==> src/rtl/mpu_alu_arb.sv <==
//------------------------------------------------------------------------------
// mpu_alu_arb
//
// Shares one combinational mpu_alu among NREQ requesters (decode/execute units).
// One operation is in flight at a time:
//   IDLE : pick a winner round-robin, accept it, register its operands into alu_*
//   EXEC : one cycle for the ALU to settle, capture alu_res/alu_flags
//   RESP : present rsp_valid to the winner until it asserts its rsp_ready bit
//
// Optional feature macro: MPU_ALU_ARB_PRIO_EN
//   defined   : requester 0 has strict priority; 1..NREQ-1 are round-robin among
//               themselves and only their grants move the pointer
//   undefined : pure round-robin over all NREQ requesters
//
// Ports (requester i occupies slice i of every packed per-requester bus):
//   sys_clk, sys_rst          clock, synchronous active-high reset
//   req_valid / req_ready     request handshake (req_ready one-hot, IDLE only)
//   req_size/op/o0..o2/s0..s2 operation fields per requester
//   rsp_valid / rsp_ready     response handshake (rsp_valid one-hot)
//   rsp_res, rsp_flags        captured ALU result, shared by all requesters
//   alu_*                     registered operands to the ALU
//   alu_res, alu_flags        ALU result inputs
//   busy                      high whenever an operation is in flight
//------------------------------------------------------------------------------
module mpu_alu_arb #(
   parameter int NREQ = 4
) (
   input  logic                sys_clk,
   input  logic                sys_rst,
   input  logic [NREQ-1:0]     req_valid,
   output logic [NREQ-1:0]     req_ready,
   input  logic [2*NREQ-1:0]   req_size,
   input  logic [4*NREQ-1:0]   req_op,
   input  logic [64*NREQ-1:0]  req_o0,
   input  logic [64*NREQ-1:0]  req_o1,
   input  logic [64*NREQ-1:0]  req_o2,
   input  logic [3*NREQ-1:0]   req_s0,
   input  logic [3*NREQ-1:0]   req_s1,
   input  logic [3*NREQ-1:0]   req_s2,
   output logic [NREQ-1:0]     rsp_valid,
   input  logic [NREQ-1:0]     rsp_ready,
   output logic [63:0]         rsp_res,
   output logic [7:0]          rsp_flags,
   output logic [1:0]          alu_size,
   output logic [3:0]          alu_op,
   output logic [63:0]         alu_o0,
   output logic [63:0]         alu_o1,
   output logic [63:0]         alu_o2,
   output logic [2:0]          alu_s0,
   output logic [2:0]          alu_s1,
   output logic [2:0]          alu_s2,
   input  logic [63:0]         alu_res,
   input  logic [7:0]          alu_flags,
   output logic                busy
);

   localparam int IW = $clog2(NREQ);

   typedef enum logic [1:0] {
      ST_IDLE = 2'd0,
      ST_EXEC = 2'd1,
      ST_RESP = 2'd2
   } state_t;

   state_t          state_r;
   logic [IW-1:0]   ptr_r;
   logic [IW-1:0]   gnt_id_r;

   logic [IW-1:0]   winner_s;
   logic            found_s;
   logic [IW-1:0]   idx_s;
   logic            hit_s;
   int              idx_v;

   // Winner search starting one past the last grant, wrapping around
   always_comb begin
      winner_s = '0;
      found_s  = 1'b0;
      idx_v    = 0;
      idx_s    = '0;
      hit_s    = 1'b0;
`ifdef MPU_ALU_ARB_PRIO_EN
      // Requester 0 pre-empts; ptr only ever holds 1..NREQ-1 here
      found_s = req_valid[0];
      for (int k = 1; k < NREQ; k++) begin
         idx_v    = ((int'(ptr_r) - 1 + k) % (NREQ - 1)) + 1;
         idx_s    = IW'(idx_v);
         hit_s    = !found_s && req_valid[idx_s];
         winner_s = hit_s ? idx_s : winner_s;
         found_s  = found_s | hit_s;
      end
`else
      for (int k = 1; k <= NREQ; k++) begin
         idx_v    = (int'(ptr_r) + k) % NREQ;
         idx_s    = IW'(idx_v);
         hit_s    = !found_s && req_valid[idx_s];
         winner_s = hit_s ? idx_s : winner_s;
         found_s  = found_s | hit_s;
      end
`endif
   end

   // Handshake decode: accept only in IDLE and never while reset is applied
   always_comb begin
      req_ready = '0;
      rsp_valid = '0;
      if (state_r == ST_IDLE && found_s && !sys_rst) begin
         req_ready[winner_s] = 1'b1;
      end else begin
         req_ready = '0;
      end
      if (state_r == ST_RESP) begin
         rsp_valid[gnt_id_r] = 1'b1;
      end else begin
         rsp_valid = '0;
      end
   end

   assign busy = (state_r != ST_IDLE);

   // Sequencer FSM with registered ALU operands and captured result
   always_ff @(posedge sys_clk) begin
      if (sys_rst) begin
         state_r   <= ST_IDLE;
         ptr_r     <= IW'(NREQ - 1);
         gnt_id_r  <= '0;
         alu_size  <= 2'd0;
         alu_op    <= 4'd0;
         alu_o0    <= 64'd0;
         alu_o1    <= 64'd0;
         alu_o2    <= 64'd0;
         alu_s0    <= 3'd0;
         alu_s1    <= 3'd0;
         alu_s2    <= 3'd0;
         rsp_res   <= 64'd0;
         rsp_flags <= 8'd0;
      end else begin
         case (state_r)
            ST_IDLE: begin
               if (found_s) begin
                  alu_size <= req_size[int'(winner_s)*2 +: 2];
                  alu_op   <= req_op[int'(winner_s)*4 +: 4];
                  alu_o0   <= req_o0[int'(winner_s)*64 +: 64];
                  alu_o1   <= req_o1[int'(winner_s)*64 +: 64];
                  alu_o2   <= req_o2[int'(winner_s)*64 +: 64];
                  alu_s0   <= req_s0[int'(winner_s)*3 +: 3];
                  alu_s1   <= req_s1[int'(winner_s)*3 +: 3];
                  alu_s2   <= req_s2[int'(winner_s)*3 +: 3];
                  gnt_id_r <= winner_s;
`ifdef MPU_ALU_ARB_PRIO_EN
                  // Priority grants to requester 0 leave the rotation untouched
                  if (winner_s != '0) begin
                     ptr_r <= winner_s;
                  end else begin
                     ptr_r <= ptr_r;
                  end
`else
                  ptr_r    <= winner_s;
`endif
                  state_r  <= ST_EXEC;
               end else begin
                  state_r  <= ST_IDLE;
               end
            end
            ST_EXEC: begin
               // ALU inputs have been stable for a full cycle
               rsp_res   <= alu_res;
               rsp_flags <= alu_flags;
               state_r   <= ST_RESP;
            end
            ST_RESP: begin
               if (rsp_ready[gnt_id_r]) begin
                  state_r <= ST_IDLE;
               end else begin
                  state_r <= ST_RESP;
               end
            end
            default: begin
               state_r <= ST_IDLE;
            end
         endcase
      end
   end

endmodule

==> config.mk <==
export PLATFORM = sky130hd
export DESIGN_NAME = mpu_alu_arb
export DESIGN_NICKNAME = d
export VERILOG_FILES = /design/src/rtl/mpu_alu_arb.sv
export SDC_FILE = /design/constraint.sdc
export NUM_CORES = 1
export LEC_CHECK = 0
export BUFFER_PORTS_ARGS = -buffer_cell sky130_fd_sc_hd__buf_2
export CORE_AREA = 5 5 465 467
export DETAILED_ROUTE_END_ITERATION = 8
export DIE_AREA = 0 0 470 472
export HOLD_SLACK_MARGIN = 0.06
export RECOVER_POWER = 100
export SYNTH_ARGS = -nofsm -noshare
export SYNTH_HDL_FRONTEND = slang
export SYNTH_SLANG_ARGS = --single-unit
export TNS_END_PERCENT = 1
==> constraint.sdc <==
create_clock -name sys_clk -period 2.43 [get_ports sys_clk]
set_input_delay 0.243 -clock sys_clk [delete_from_list [all_inputs] [get_ports sys_clk]]
set_output_delay 0.243 -clock sys_clk [all_outputs]
set_load 0.005 [all_outputs]
==> metrics.txt <==
multiplexer area fraction after synthesis=24.7%; crit path to=req_ready[2]; Most Used Layer, Global Route=met2; Final TNS setup=0 ns; dpl hpwl=117000 microns; final hold violations=0; adder-cell share of the synthesized area=0%; Final Setup Violations=0; vias=23000; GRT Residual Overflow=0; post-synthesis register bit count=285; CTS tree=built; CTS max path bufs=3; Synth Instances=1543; actual slew at the worst max-slew pin=0.890 ns; largest net degree at the start of global routing=114; M1 GR Usage=14.0%; Core Box Area=211000 sq um; Clk network pwr share=30.4%; Final #Nets=4504; status=finished clean; Syn. warnings=0; Seq/Total Area, Yosys=33.8%; mean number of vias per cell=3.53; hold_ws=0.100 ns; fin. max-slew vios=0; critical path startpoint category=register; max_slew headroom=40.7%; Initial Util=7.98%; Clk Latency, worst-skew pair=0.63 ns; Reg power frac=28.6%; RD Place Congestion=0.948; drt drc=0; CP Class=register to primary output; wire per inst=22.8 microns; CTS Root Cell=clkbuf_16; grt met3 use=4.84%; CTS Sinks=285; die width=470 microns; Internal=0.0129 W; Clock Skew=0.0340 ns; Post-DRT Antenna Nets=0; synthesized area=16900 sq um; H-tree Lvls=2; crit path time final=2.33 ns; Logic pwr share=41.0%; DR pass1 iterations=5; Simple-Gate Fraction of Synth Area=4.39%; GR Layer Usage met2=20.3%; vias in the first global route=24500; Max-Cap Viols=0; TritonCTS Buffers=41; syn_area_per_cell=10.9 sq um; reg2reg end=alu_o2[38]; CP Max Fanout=8; path depth of the worst reg2reg path=8; # rows=169; post-synth net total=2453; Starting DRT DRC Count=1428; CP startpoint=state_r[1]; first-pass GRT wire length=200000 microns; worst ir drop on vdd=0.000470 V; Ports=1198; PwrDens=573 nW/um^2; synthesis-to-layout area growth=115%; drt total wl=148000 microns; Fmax achieved=428 MHz; CP endpoint kind=primary output; Psw=0.00780 W; Critical Path RT=2.19 ns; Die Y=472 microns; CP arrival=2.09 ns; initial antenna violation count=108; number of port buffers=1197; worst r2r src=ptr_r[0]; Hold Path Class=primary input to register; Reg2Reg Setup Slack=0.12 ns; fin crit share=96.0%; Lkg Pwr=15.9 nW; post-synthesis xor/xnor area fraction=0%; Overall Global Routing Usage=12.6%; clock slew at reported path FFs=0.06 ns; hold path depth=3; largest family of logic cells by synthesized area=compound AO/OA/AOI/OAI gates; Die Area=222000 sq um; Compound-Gate Fraction of Synth Area=30.0%; post-synth cell types=35; fraction of layout cells with a size suffix above 1=35.9%; Switching Share=37.6%
-- routing by layer --
metal | routed length [microns] | up-vias
li1 | - | 10100
met1 | 56400 | 10800
met2 | 65900 | 1562
met3 | 14100 | 434
met4 | 11600 | 42
met5 | 288 | -
-- through the flow --
step / utilization (%) / worst slack [ns] / power, W / instances / instance area (sq um)
after detailed placement: 12.5 / 0.181 / 0.0135 / 5506 / 26400
after global routing: 17.1 / -0.00703 / 0.0218 / 6484 / 36100
after CTS: 17.3 / 0.00160 / 0.0213 / 6444 / 36500
final: 17.1 / 0.0963 / 0.0207 / 6513 / 36200
after global placement: 12.5 / 0.139 / 0.0134 / 5506 / 26400
after floorplan: - / 0.669 / 0.0100 / 1543 / 16900
-- cell usage after synthesis, drive strengths merged --
library cell | instances | area share, %
nor3b | 2 | 0.089
o2111a | 1 | 0.067
o21bai | 208 | 9.3
nor4 | 2 | 0.074
nand2b | 6 | 0.24
or2 | 1 | 0.037
nand2 | 144 | 3.2
buf | 97 | 5.6
a22o | 1 | 0.052
clkbuf | 66 | 1.5
a211o | 1 | 0.052
a221oi | 207 | 18
dfxtp | 285 | 34
o21ai | 1 | 0.030
mux4 | 1 | 0.13
mux2i | 414 | 25
a21o | 1 | 0.045
a21oi | 79 | 2.4
o22ai | 2 | 0.074
nor2b | 2 | 0.074
nor3 | 7 | 0.27
nor2 | 12 | 0.31
and3 | 1 | 0.037
inv | 1 | 0.022
and4b | 1 | 0.059
-- kinds of logic (layout without fill, tap and decap cells) --
family | count (synthesis) | in the layout
simple gates | 178 | 178
buf+inv | 164 | 2247
mux | 415 | 415
flops | 285 | 285
other cells | 0 | 66
compound gates | 501 | 501
-- how the worst min path moves through the flow --
stage | start | to
after floorplan | alu_flags[0] | rsp_flags[0]
after global placement | rsp_res[33] | rsp_res[33]
after detailed placement | rsp_res[49] | rsp_res[49]
after CTS | req_o1[177] | alu_o1[49]
after global routing | req_o1[177] | alu_o1[49]
final | req_o0[35] | alu_o0[35]
-- layout make-up --
cell class | instances | area, sq um
well taps | 2821 | 3530
multi-input cells | 1094 | 9950
repair buffers | 2171 | 15500
flip-flops and latches | 285 | 5710
inverters | 1 | 3.75
clock buffers | 59 | 1180
clock inverters | 16 | 180
fillers | 23300 | 175000
diodes | 66 | 165
-- flip-flops by register name, indices dropped and copies added (netlist names) --
register / flops
alu_o1: 64
alu_op: 4
alu_s2: 3
ptr_r: 2
rsp_res: 64
rsp_flags: 8
alu_s1: 3
alu_s0: 3
state_r: 2
gnt_id_r: 2
alu_o0: 64
alu_size: 2
alu_o2: 64
-- repair_timing --
action	in CTS	in global routing
endpoints found under the setup margin	4	5
resized for setup	8	3
hold buffers	863	0
pin swaps	1	1
hold endpoints to repair	278	0
buffers inserted	0	3
-- power groups by stage --
stage	Clock [W]	Sequential [W]	Combinational, W
final	0.00631	0.00594	0.00850
after global routing	0.00673	0.00600	0.00907
after CTS	0.00662	0.00590	0.00878
after detailed placement	0	0.00598	0.00748
after global placement	0	0.00596	0.00740
after floorplan	0	0.00595	0.00406
-- critical path, cell delays in order (launching register included) --
cell and delay, ns:
dfxtp_1 0.36, or2_4 0.27, a21o_4 0.24, nor2_4 0.10, o2111a_2 0.33, buf_2 0.16
-- layout by cell type, fill, tap and decap left out, types with 41 or more instances in the layout --
cell type      instances
buf_2                930
dlygate4sd3_1        863
mux2i_1              414
dfxtp_1              283
clkbuf_1             281
o21bai_1             208
a221oi_2             184
nand2_1              144
a21oi_1               76
buf_4                 72
diode_2               66
clkbuf_16             41
Power figures use the tool's default switching activity.
